## src/rtl/button_pkg.sv

```systemverilog
// Shared constants and helpers for the push-button conditioner.
package button_pkg;

  localparam int unsigned STABLE_CYCLES_DEFAULT = 12000;

  // BUT1/BUT2 are active-low with pull-ups, so the idle level is high.
  localparam logic BTN_IDLE_LEVEL = 1'b1;

  function automatic int unsigned cnt_width(input int unsigned stable_cycles);
    return $clog2(stable_cycles + 1);
  endfunction

endpackage

```

## src/rtl/button_debounce_channel.sv

```systemverilog
// Single-bit synchroniser, stability counter and level/edge registers.
// Edge pulses are built only when BUTTON_DEBOUNCE_EDGE_EN is defined.
module debounce_channel
  import button_pkg::*;
#(
  parameter int unsigned STABLE_CYCLES = STABLE_CYCLES_DEFAULT,
  parameter logic        RESET_BIT     = BTN_IDLE_LEVEL
) (
  input  logic clk,
  input  logic reset_n,
  input  logic btn_i,
  output logic btn_o,
  output logic rise_o,
  output logic fall_o
);

  localparam int unsigned      CW       = cnt_width(STABLE_CYCLES);
  localparam logic [CW-1:0]    CNT_LAST = CW'(STABLE_CYCLES - 1);

  logic          s1_q, s1_d;
  logic          s2_q, s2_d;
  logic          lvl_q, lvl_d;
  logic [CW-1:0] cnt_q, cnt_d;

  // Any cycle of agreement clears the count, so stability is re-accumulated.
  always_comb begin
    s1_d  = btn_i;
    s2_d  = s1_q;
    lvl_d = lvl_q;
    cnt_d = '0;
    if (s2_q != lvl_q) begin
      if (cnt_q == CNT_LAST) begin
        lvl_d = s2_q;
      end else begin
        cnt_d = cnt_q + 1'b1;
      end
    end
  end

  always_ff @(posedge clk or negedge reset_n) begin
    if (!reset_n) begin
      s1_q  <= RESET_BIT;
      s2_q  <= RESET_BIT;
      lvl_q <= RESET_BIT;
      cnt_q <= '0;
    end else begin
      s1_q  <= s1_d;
      s2_q  <= s2_d;
      lvl_q <= lvl_d;
      cnt_q <= cnt_d;
    end
  end

  assign btn_o = lvl_q;

`ifdef BUTTON_DEBOUNCE_EDGE_EN
  logic flip;
  logic rise_q, rise_d;
  logic fall_q, fall_d;

  always_comb begin
    flip   = (s2_q != lvl_q) && (cnt_q == CNT_LAST);
    rise_d = flip & s2_q;
    fall_d = flip & ~s2_q;
  end

  always_ff @(posedge clk or negedge reset_n) begin
    if (!reset_n) begin
      rise_q <= 1'b0;
      fall_q <= 1'b0;
    end else begin
      rise_q <= rise_d;
      fall_q <= fall_d;
    end
  end

  assign rise_o = rise_q;
  assign fall_o = fall_q;
`else
  assign rise_o = 1'b0;
  assign fall_o = 1'b0;
`endif

endmodule

```

## src/rtl/button_debounce.sv

```systemverilog
// Multi-channel push-button debouncer feeding GPIO-B; one debounce_channel per pin.
// Optional rise/fall pulses are enabled with BUTTON_DEBOUNCE_EDGE_EN.
module button_debounce
  import button_pkg::*;
#(
  parameter int unsigned   N             = 2,
  parameter int unsigned   STABLE_CYCLES = STABLE_CYCLES_DEFAULT,
  parameter logic [N-1:0]  RESET_VAL     = {N{BTN_IDLE_LEVEL}}
) (
  input  logic         clk,
  input  logic         reset_n,
  input  logic [N-1:0] btn_i,
  output logic [N-1:0] btn_o,
  output logic [N-1:0] rise_o,
  output logic [N-1:0] fall_o
);

  for (genvar g = 0; g < N; g++) begin : g_ch
    debounce_channel #(
      .STABLE_CYCLES (STABLE_CYCLES),
      .RESET_BIT     (RESET_VAL[g])
    ) u_ch (
      .clk     (clk),
      .reset_n (reset_n),
      .btn_i   (btn_i[g]),
      .btn_o   (btn_o[g]),
      .rise_o  (rise_o[g]),
      .fall_o  (fall_o[g])
    );
  end

endmodule
```

## config.mk

```make
export PLATFORM = sky130hd
export DESIGN_NAME = button_debounce
export DESIGN_NICKNAME = d
export VERILOG_FILES = /design/src/rtl/button_pkg.sv /design/src/rtl/button_debounce_channel.sv /design/src/rtl/button_debounce.sv
export SDC_FILE = /design/constraint.sdc
export NUM_CORES = 1
export LEC_CHECK = 0
export ABC_AREA = 1
export CAP_MARGIN = 20
export CORE_AREA = 5 5 67 69
export CTS_CLUSTER_SIZE = 28
export DETAILED_ROUTE_END_ITERATION = 8
export DIE_AREA = 0 0 72 74
export GPL_ROUTABILITY_DRIVEN = 0
export HOLD_SLACK_MARGIN = 0.1
export PLACE_DENSITY = 0.75
export REMOVE_ABC_BUFFERS = 1
export SYNTH_ARGS = -nofsm -noshare
export SYNTH_HDL_FRONTEND = slang
export SYNTH_SLANG_ARGS = --single-unit
```

## constraint.sdc

```tcl
create_clock -name clk -period 1.7 [get_ports clk]
set_clock_uncertainty 0.1 [all_clocks]
set_input_delay 0.34 -clock clk [delete_from_list [all_inputs] [get_ports clk]]
set_output_delay 0.34 -clock clk [all_outputs]
set_load 0.1 [all_outputs]
```

; ---- Word level (Yosys, flattened, before mapping)
; Cells that the tools add are included.
[word_totals]
out_inout_bits = 6
latchBits = 0
mem_bits_ro = 0
word_cells = 20
input_bits = 4
ram_bits = 0
n_memories = 0
reg_bits = 34
[op_classes]
n_reduce_logical = 2
mux = 4
add_sub_neg = 2
shift = 0
n_eq_ne = 4
n_div = 0
magnitude_cmp = 0
n_mul = 0
bitwise_logic = 0
[ops]
columns = op, n
row1 = 14-bit two-way mux, 4
row2 = 14-bit by 1-bit adder with 14-bit output (second input constant), 2
row3 = 14-bit == test (second input constant), 2
row4 = 2-bit AND reduction, 2
row5 = 1-bit != test, 2

; ---- Longest topological paths before layout
; Gate-level depths: netlist of the first run.
[logic_depth]
word_depth = 3
mapped_depth = 6
ltp_nobuf = 6

; ---- Modules after synthesis
; Synthesis of the first run repeated with hierarchy kept, for this count alone.
[hier_totals]
hier_cells = 208
area_unflattened_um2 = 1759.2
[modules_own_cells]
columns = mod, instances, area_per_inst_um2, cells_per_inst
row1 = debounce_channel, 2, 879.6, 104

; ---- Least setup slack after synthesis of the first run
; OpenSTA, ideal clock, no wires.
[synth_timing]
path_type = flip-flop to flip-flop
startpoint = register g_ch[0].u_ch.cnt_q[0]
endpoint = register g_ch[0].u_ch.cnt_q[5]
t_required_ns = 1.477
path_slack_ns = 0.403
arrival_ns = 1.074
path_stages_with_launch = 7
cell_sequence = dfrtp_1 > ha_1 > nand3_1 > nor2_1 > nand3_2 > nand2_4 > nor3_1
[synth_via]
elab_chain_cells = 3
word_cells_on_any_way = 4
cone_classes = add/sub (1) / eq/ne (1) / mux (2)
[synth_rtl]
columns = element, line
row1 = "start, declared", button_debounce_channel.sv:23  ; logic [CW-1:0] cnt_q, cnt_d;
row2 = "start signal, assigned", button_debounce_channel.sv:50  ; cnt_q <= cnt_d;
row3 = 14-bit by 1-bit adder with 14-bit output / 14-bit == test (equally long branches), "button_debounce_channel.sv:35, button_debounce_channel.sv:32"
row4 = 14-bit two-way mux *, button_debounce_channel.sv:32  ; if (cnt_q == CNT_LAST) begin
row5 = 14-bit two-way mux *, button_debounce_channel.sv:31  ; if (s2_q != lvl_q) begin
row6 = net g_ch[0].u_ch.cnt_d[5], button_debounce_channel.sv:23
; The timed path passes the listed nets; every way through them passes the cells marked *.
; A chain may end at the register's enable or synchronous reset.

; ---- Worst setup path in the final report of the first run
[layout_timing]
startpoint = register g_ch[0].u_ch.cnt_q[0]
endpoint = register g_ch[0].u_ch.cnt_q[6]
; Same word-level chain as after synthesis.

==> metrics.md, run 1 <==
| Metric | Value |
|---|---|
| R2r startpoint | `g_ch[0].u_ch.cnt_q[0]` |
| Leading post-synthesis cells by instance count | `49 x nor2_1, 31 x nand2_1, 28 x dfrtp_1` |
| Chip Width | `around 72 um` |
| Input/output buffers | `5` |
| WP data arrival | `1580 ps` |
| Initial antenna violation count | `0` |
| CP max FO | `10` |
| Fin. Hold Viols | `0` |
| Worst vdd ir | `0.542 mV` |
| Final setup vio count | `0` |
| Height of the chip | `roughly 74 um` |
| Initial core utilization | `a little under half` |
| Hold_buf cts | `0` |
| CTS max path bufs | `2` |
| Routed WL | `roughly 3100 um` |
| First-pass GRT wire length | `5730 um` |
| Num Clock Sinks | `34` |
| Largest net degree at the start of global routing | `35` |
| All-Layer GR Usage | `a little over an eighth` |
| Lkg Pwr | `a little over 0.8 nW` |
| Hold Crit Class | `reg2reg` |
| Core box area | `slightly below 4000 um^2` |
| FF-to-FF End | `g_ch[0].u_ch.cnt_q[6]` |
| Row cnt | `23` |
| Fin crit period | `about 1500 ps` |
| Via/cell ratio | `between 4 and 5` |
| Worst-Skew Late Latency | `290 ps` |
| Fraction of layout cells with a size suffix above 1 | `14.8%` |
| Drt wl/cell | `roughly 11 um` |
| Max Fclk | `0.663 GHz` |
| Crit start category | `flip-flop` |
| Boundary Pins | `10` |
| Seq pwr share | `54.0%` |
| Remaining DRCs | `0` |
| Crit path capture type | `flip-flop` |
| Setup slack after layout | `192 ps` |
| Top-area cell type share of the netlist area | `between 30 and 40%` |
| Clock power frac | `38.9%` |
| Pwr per Cell Area | `778 nW/um^2` |
| Antenna Violating Nets Remaining | `0` |
| Setup TNS | `0 ps` |
| CTS H-tree lvls | `2` |
| Top cell type by total area after synthesis | `dfrtp_1` |
| Setup repair after global routing missed its margin | `no` |
| Worst Hold Path EP | `g_ch[1].u_ch.s2_q` |
| R2r setup slk | `around 190 ps` |
| CTS Root Cell | `clkbuf_8` |
| Clock buffer count from CTS | `5` |
| Crit Path Class | `reg2reg` |
| Worst setup startpoint | `g_ch[0].u_ch.cnt_q[0]` |
| Syn avg cell area | `around 8.5 um^2` |
| Mapped Area | `about 1800 um^2` |
| # resized after CTS | `0` |
| Grt ovf | `0` |
| N_diodes | `0` |
| P&R area growth vs syn | `11.6%` |
| WHS | `between 200 and 300 ps` |
| Post-synth cell types | `23` |
| Sequential cell area fraction in the yosys report | `approximately 48%` |
| Synth async-reset ratio | `100%` |
| Switching power total | `approximately 0.38 mW` |
| Number of nets in the layout | `230` |
| DP Worst Slack | `216 ps` |
| Postcts setup bufs | `0` |
| Detailed Route Iter0 Violations | `about 120` |
| Worst Hold Path Cells | `0` |
| Detailed placer's ending HPWL | `about 2200 um` |
| Commonest register cell after synthesis | `dfrtp_1` |
| TritonCTS clock tree | `built` |
| Comb pwr share | `between 7 and 8%` |
| #FFs+latches synth | `34` |
| Final period util | `88.7%` |
| Util after Layout | `a little over half` |
| Synth Warn # | `0` |
| Hold_sp | `g_ch[1].u_ch.s1_q` |
| Top cells by area, synth | `dfrtp_1 39%, nor2_1 10%, dfstp_2 8.7%` |
| Die area | `approximately 5300 um^2` |
| Routed via count | `between 1000 and 1500` |
| Vias in the first global route | `around 1400` |
| Slew Viols, Final | `0` |
| Internal power | `around 1.2 mW` |
| Outcome | `completed` |
| Req. time, crit path | `around 1800 ps` |
| EDFF count, synth | `0` |
| Cells on worst reg2reg path | `6` |
| Top-count cell post-synth | `nor2_1` |
| Syn Inst Count | `between 200 and 250` |
| Clock slew at reported path FFs | `roughly 70 ps` |
| First-pass detailed-route iteration total | `4` |
| Max-Cap Viols | `0` |
| Design Power | `1.57 mW` |
| Switching share of power | `between 20% and 30%` |
==> final cells by class <==
class | instances | area [um^2]
clock buffer | 7 | 86.3
clock inverter | 1 | 5.00
fill | 363 | 1840
inverter | 20 | 75.1
multi-input combinational | 155 | 840
sequential | 34 | 858
tap | 50 | 62.6
timing repair buffer | 6 | 90.1
==> placed cells by master, fill, tap and decap left out, types with 4 or more instances in the layout <==
master	instances
a21oi_1	9
clkbuf_8	6
conb_1	4
dfrtp_1	28
dfstp_2	6
ha_1	4
inv_1	20
nand2_1	31
nand3_1	16
nand3_2	5
nand4_1	7
nor2_1	49
xnor2_1	6
xor2_1	4
==> critical path: stages, from the launching register on <==
cell,delay (ps)
dfrtp_1,410
ha_1,180
nand3_1,130
nor2_1,140
nand3_2,180
nand2_4,180
nor2_1,60
==> power by group through the flow <==
stage | combinational [mW] | clock, mW | sequential, mW
after floorplan | 0.0772 | 0 | 0.858
after global placement | 0.112 | 0 | 0.860
after detailed placement | 0.114 | 0 | 0.862
after CTS | 0.114 | 0.637 | 0.847
after global routing | 0.127 | 0.665 | 0.849
final | 0.111 | 0.611 | 0.847
==> state kept, by name, summed over array words and instances, names as in the netlist <==
name,count
g_ch.u_ch.s1_q,2
g_ch.u_ch.btn_o,2
g_ch.u_ch.s2_q,2
g_ch.u_ch.cnt_q,28
==> cells by family (layout without fill, tap and decap cells) <==
family,count (synthesis),after routing,share of synthesized area [%]
XOR/XNOR,12,12,6.65
buffers and inverters,26,34,6.65
AO/OA/AOI/OAI,14,14,4.43
other,1,4,0.208
flip-flops,34,34,47.5
adder cells (fa/ha/maj),4,4,2.77
AND/OR/NAND/NOR,121,121,31.8
==> through the flow <==
step / cell area [um^2] / std cells
3_5_place_dp: 1930 / 265
2_1_floorplan: 1770 / 209
3_3_place_gp: 1930 / 265
5_1_grt: 2020 / 273
4_1_cts: 2020 / 273
6_report: 2020 / 273
==> layer usage <==
| metal | global-route usage [%] | up-vias | part of all wire (%) |
|---|---|---|---|
| met4 | 5.01 | 0 | 0.54 |
| met1 | 15.5 | 644 | 45 |
| li1 | - | 682 | - |
| met2 | 23.5 | 16 | 51 |
| met5 | 0 | - | 0 |
| met3 | 5.14 | 4 | 3.6 |
==> how the worst max path moves through the flow <==
stage                       endpoint  slack (ps)  cells past startpoint
6_report       g_ch[0].u_ch.cnt_q[6]         190                      6
5_1_grt        g_ch[0].u_ch.cnt_q[5]          20                      6
4_1_cts        g_ch[0].u_ch.cnt_q[7]         190                      6
3_5_place_dp   g_ch[0].u_ch.cnt_q[7]         220                      6
3_3_place_gp   g_ch[0].u_ch.cnt_q[7]         240                      6
2_1_floorplan  g_ch[0].u_ch.cnt_q[5]         110                      3
Power figures use the tool's default switching activity.
==> inputs of run 2 (changes only) <==
--- a/config.mk
+++ b/config.mk
@@ -12,7 +12,7 @@
 export DETAILED_ROUTE_END_ITERATION = 8
 export DIE_AREA = 0 0 72 74
 export GPL_ROUTABILITY_DRIVEN = 0
-export HOLD_SLACK_MARGIN = 0.1
+export HOLD_SLACK_MARGIN = 0.06
 export PLACE_DENSITY = 0.75
 export REMOVE_ABC_BUFFERS = 1
 export SYNTH_ARGS = -nofsm -noshare
==> results of run 2 <==
The final DEF is identical to that of run 1; final timing and power are the same.
==> inputs of run 3 (changes only) <==
--- a/config.mk
+++ b/config.mk
@@ -7,13 +7,13 @@
 export LEC_CHECK = 0
 export ABC_AREA = 1
 export CAP_MARGIN = 20
-export CORE_AREA = 5 5 67 69
+export CORE_AREA = 5 5 92 94
 export CTS_CLUSTER_SIZE = 28
 export DETAILED_ROUTE_END_ITERATION = 8
-export DIE_AREA = 0 0 72 74
+export DIE_AREA = 0 0 97 99
 export GPL_ROUTABILITY_DRIVEN = 0
 export HOLD_SLACK_MARGIN = 0.06
-export PLACE_DENSITY = 0.75
+export PLACE_DENSITY = 0.48
 export REMOVE_ABC_BUFFERS = 1
 export SYNTH_ARGS = -nofsm -noshare
 export SYNTH_HDL_FRONTEND = slang
==> run 3 against run 2 <==
Maximum frequency down 0.23%. Worst hold slack worse by 4.3 ps. First-iteration DRC count down 74%. Clock power up 2%. Total power up 0.75%. Die area up 80%. Final cell count up 19%. Critical endpoint is now btn_o[0].
==> metrics.md, run 3 (synthesized netlist as in run 1, its figures left out) <==
| Metric | Value |
|---|---|
| Worst-path cell chain | `buf_12` |
| P&R area growth vs syn | `15.2%` |
| Antenna Violating Nets Remaining | `0 (unchanged)` |
| Max incr delay on CP | `590 ps (+180 ps)` |
| Die area | `9600 um^2 (+80%)` |
| Hold_buf cts | `0 (unchanged)` |
| CP max FO | `3 (-7)` |
| Util after Layout | `27.5% (-25 points)` |
| Boundary Pins | `10 (unchanged)` |
| Routed WL | `3200 um (+2.2%)` |
| Req. time, crit path | `1260 ps (-510 ps)` |
| Row cnt | `32 (+39%)` |
| Num Clock Sinks | `34 (unchanged)` |
| Fillers | `810 (+120%)` |
| # resized after CTS | `0 (unchanged)` |
| Routed via count | `1298 (-3.6%)` |
| Initial core utilization | `23.9% (-23 points)` |
| Crit path capture type | `output pin` |
| Detailed Route Iter0 Violations | `32 (-74%)` |
| Hold Crit Class | `reg2reg` |
| Crit start category | `flip-flop` |
| Final setup vio count | `0 (unchanged)` |
| Critical path destination | `btn_o[0]` |
| R2r setup slk | `220 ps (+30 ps)` |
| Lkg Pwr | `0.823 nW (unchanged)` |
| First-pass GRT wire length | `6180 um (+7.9%)` |
| Clock buffer count from CTS | `5 (unchanged)` |
| Design Power | `1.58 mW (+0.75%)` |
| Crit. path cell count | `1 (-5)` |
| Initial antenna violation count | `0 (unchanged)` |
| All-Layer GR Usage | `7.62% (-6.0 points)` |
| CTS H-tree lvls | `2 (unchanged)` |
| Multi-input gate area | `840 um^2 (unchanged)` |
| Grt ovf | `0 (unchanged)` |
| Worst-Skew Late Latency | `290 ps (about the same)` |
| Fraction of layout cells with a size suffix above 1 | `14.8% (unchanged)` |
| Worst vdd ir | `0.370 mV (-32%)` |
| Largest net degree at the start of global routing | `35 (unchanged)` |
| CTS Root Cell | `clkbuf_8` |
| Final period util | `88.9% (+0.20 points)` |
| N_diodes | `0 (unchanged)` |
| Max Fclk | `0.661 GHz (-0.23%)` |
| Pwr per Cell Area | `759 nW/um^2 (-2.4%)` |
| Core box area | `7570 um^2 (+96%)` |
| Setup repair after global routing missed its margin | `no` |
| Drt wl/cell | `9.85 um (-14%)` |
| Max reg flops | `28 (unchanged)` |
| WP buf/inv | `1 (+1)` |
| Max-Cap Viols | `0 (unchanged)` |
| Postcts setup bufs | `0 (unchanged)` |
| Detailed placer's ending HPWL | `2280 um (+3.0%)` |
| Crit Path Class | `reg2out` |
| Cells on worst reg2reg path | `6 (unchanged)` |
| Clock slew at reported path FFs | `70 ps (about the same)` |
| Outcome | `completed` |
| First-pass detailed-route iteration total | `4 (unchanged)` |
| Commonest cells after routing, fill and taps aside | `49 x nor2_1, 31 x nand2_1, 28 x dfrtp_1, 20 x inv_1, 16 x nand3_1` |
| Input/output buffers | `5 (unchanged)` |
| FF-to-FF End | `g_ch[0].u_ch.cnt_q[7]` |
| CP delay by family, top | `flip-flops` |
| Most common cell after layout, fill and taps aside | `nor2_1` |
| WP data arrival | `1070 ps (-510 ps)` |
| Worst setup startpoint | `g_ch[0].u_ch.btn_o` |
| Fin. Hold Viols | `0 (unchanged)` |
| CP max stage cell | `dfstp_2` |
| Register Area | `858 um^2 (unchanged)` |
| TritonCTS clock tree | `built` |
| Vias in the first global route | `1381 (-0.65%)` |
| Largest Register | `g_ch.u_ch.cnt_q` |
| CTS max path bufs | `2 (unchanged)` |
| Fin crit period | `1510 ps (+3.43 ps)` |
| R2r startpoint | `g_ch[0].u_ch.cnt_q[0]` |
| Slew Viols, Final | `0 (unchanged)` |
| Remaining DRCs | `0 (unchanged)` |
| Height of the chip | `99 um (+34%)` |
| Via/cell ratio | `3.99 (-19%)` |
| Chip Width | `97 um (+35%)` |
| Setup TNS | `0 ps (unchanged)` |
| Number of nets in the layout | `230 (unchanged)` |
[run 3: final cells by class]
cell class                 instances  area share [%]
sequential                        34            41.2
multi-input combinational        155            40.3
tap                              102            6.13
timing repair buffer               6            4.33
clock buffer                       7            4.15
inverter                          20            3.61
clock inverter                     1           0.240
[run 3: routing by layer]
metal / global-route usage [%] / part of all wire, %
met1: 10.1 / 51
met2: 11.7 / 44
met3: 2.48 / 3.9
met4: 2.59 / 0.94
met5: 0 / 0
[run 3: worst min path at each step]
stage / start / to / slack, ps / depth (start not counted)
2_1_floorplan: reset_n / g_ch[0].u_ch.cnt_q[0] / -60 / 0
3_3_place_gp: g_ch[1].u_ch.s1_q / g_ch[1].u_ch.s2_q / 250 / 0
3_5_place_dp: g_ch[1].u_ch.s1_q / g_ch[1].u_ch.s2_q / 250 / 0
4_1_cts: g_ch[1].u_ch.s1_q / g_ch[1].u_ch.s2_q / 260 / 0
5_1_grt: g_ch[1].u_ch.s1_q / g_ch[1].u_ch.s2_q / 260 / 0
6_report: g_ch[1].u_ch.s1_q / g_ch[1].u_ch.s2_q / 260 / 0
[run 3: stage by stage]
step / hold WS [ps] / instance area, um^2 / setup slack, ps / instances
2_1_floorplan: -55.6 / 1770 / 109 / 209
3_3_place_gp: 246 / 1990 / 224 / 317
3_5_place_dp: 247 / 1990 / 209 / 317
4_1_cts: 256 / 2080 / 172 / 325
5_1_grt: 258 / 2080 / 85.4 / 325
6_report: 255 / 2080 / 188 / 325
[run 3: power by group]
part,switching [mW],internal [mW],leakage [nW]
clock network,0.297,0.327,0.0482
logic,0.0812,0.0303,0.326
registers,0.0164,0.829,0.449
total,0.394,1.19,0.823
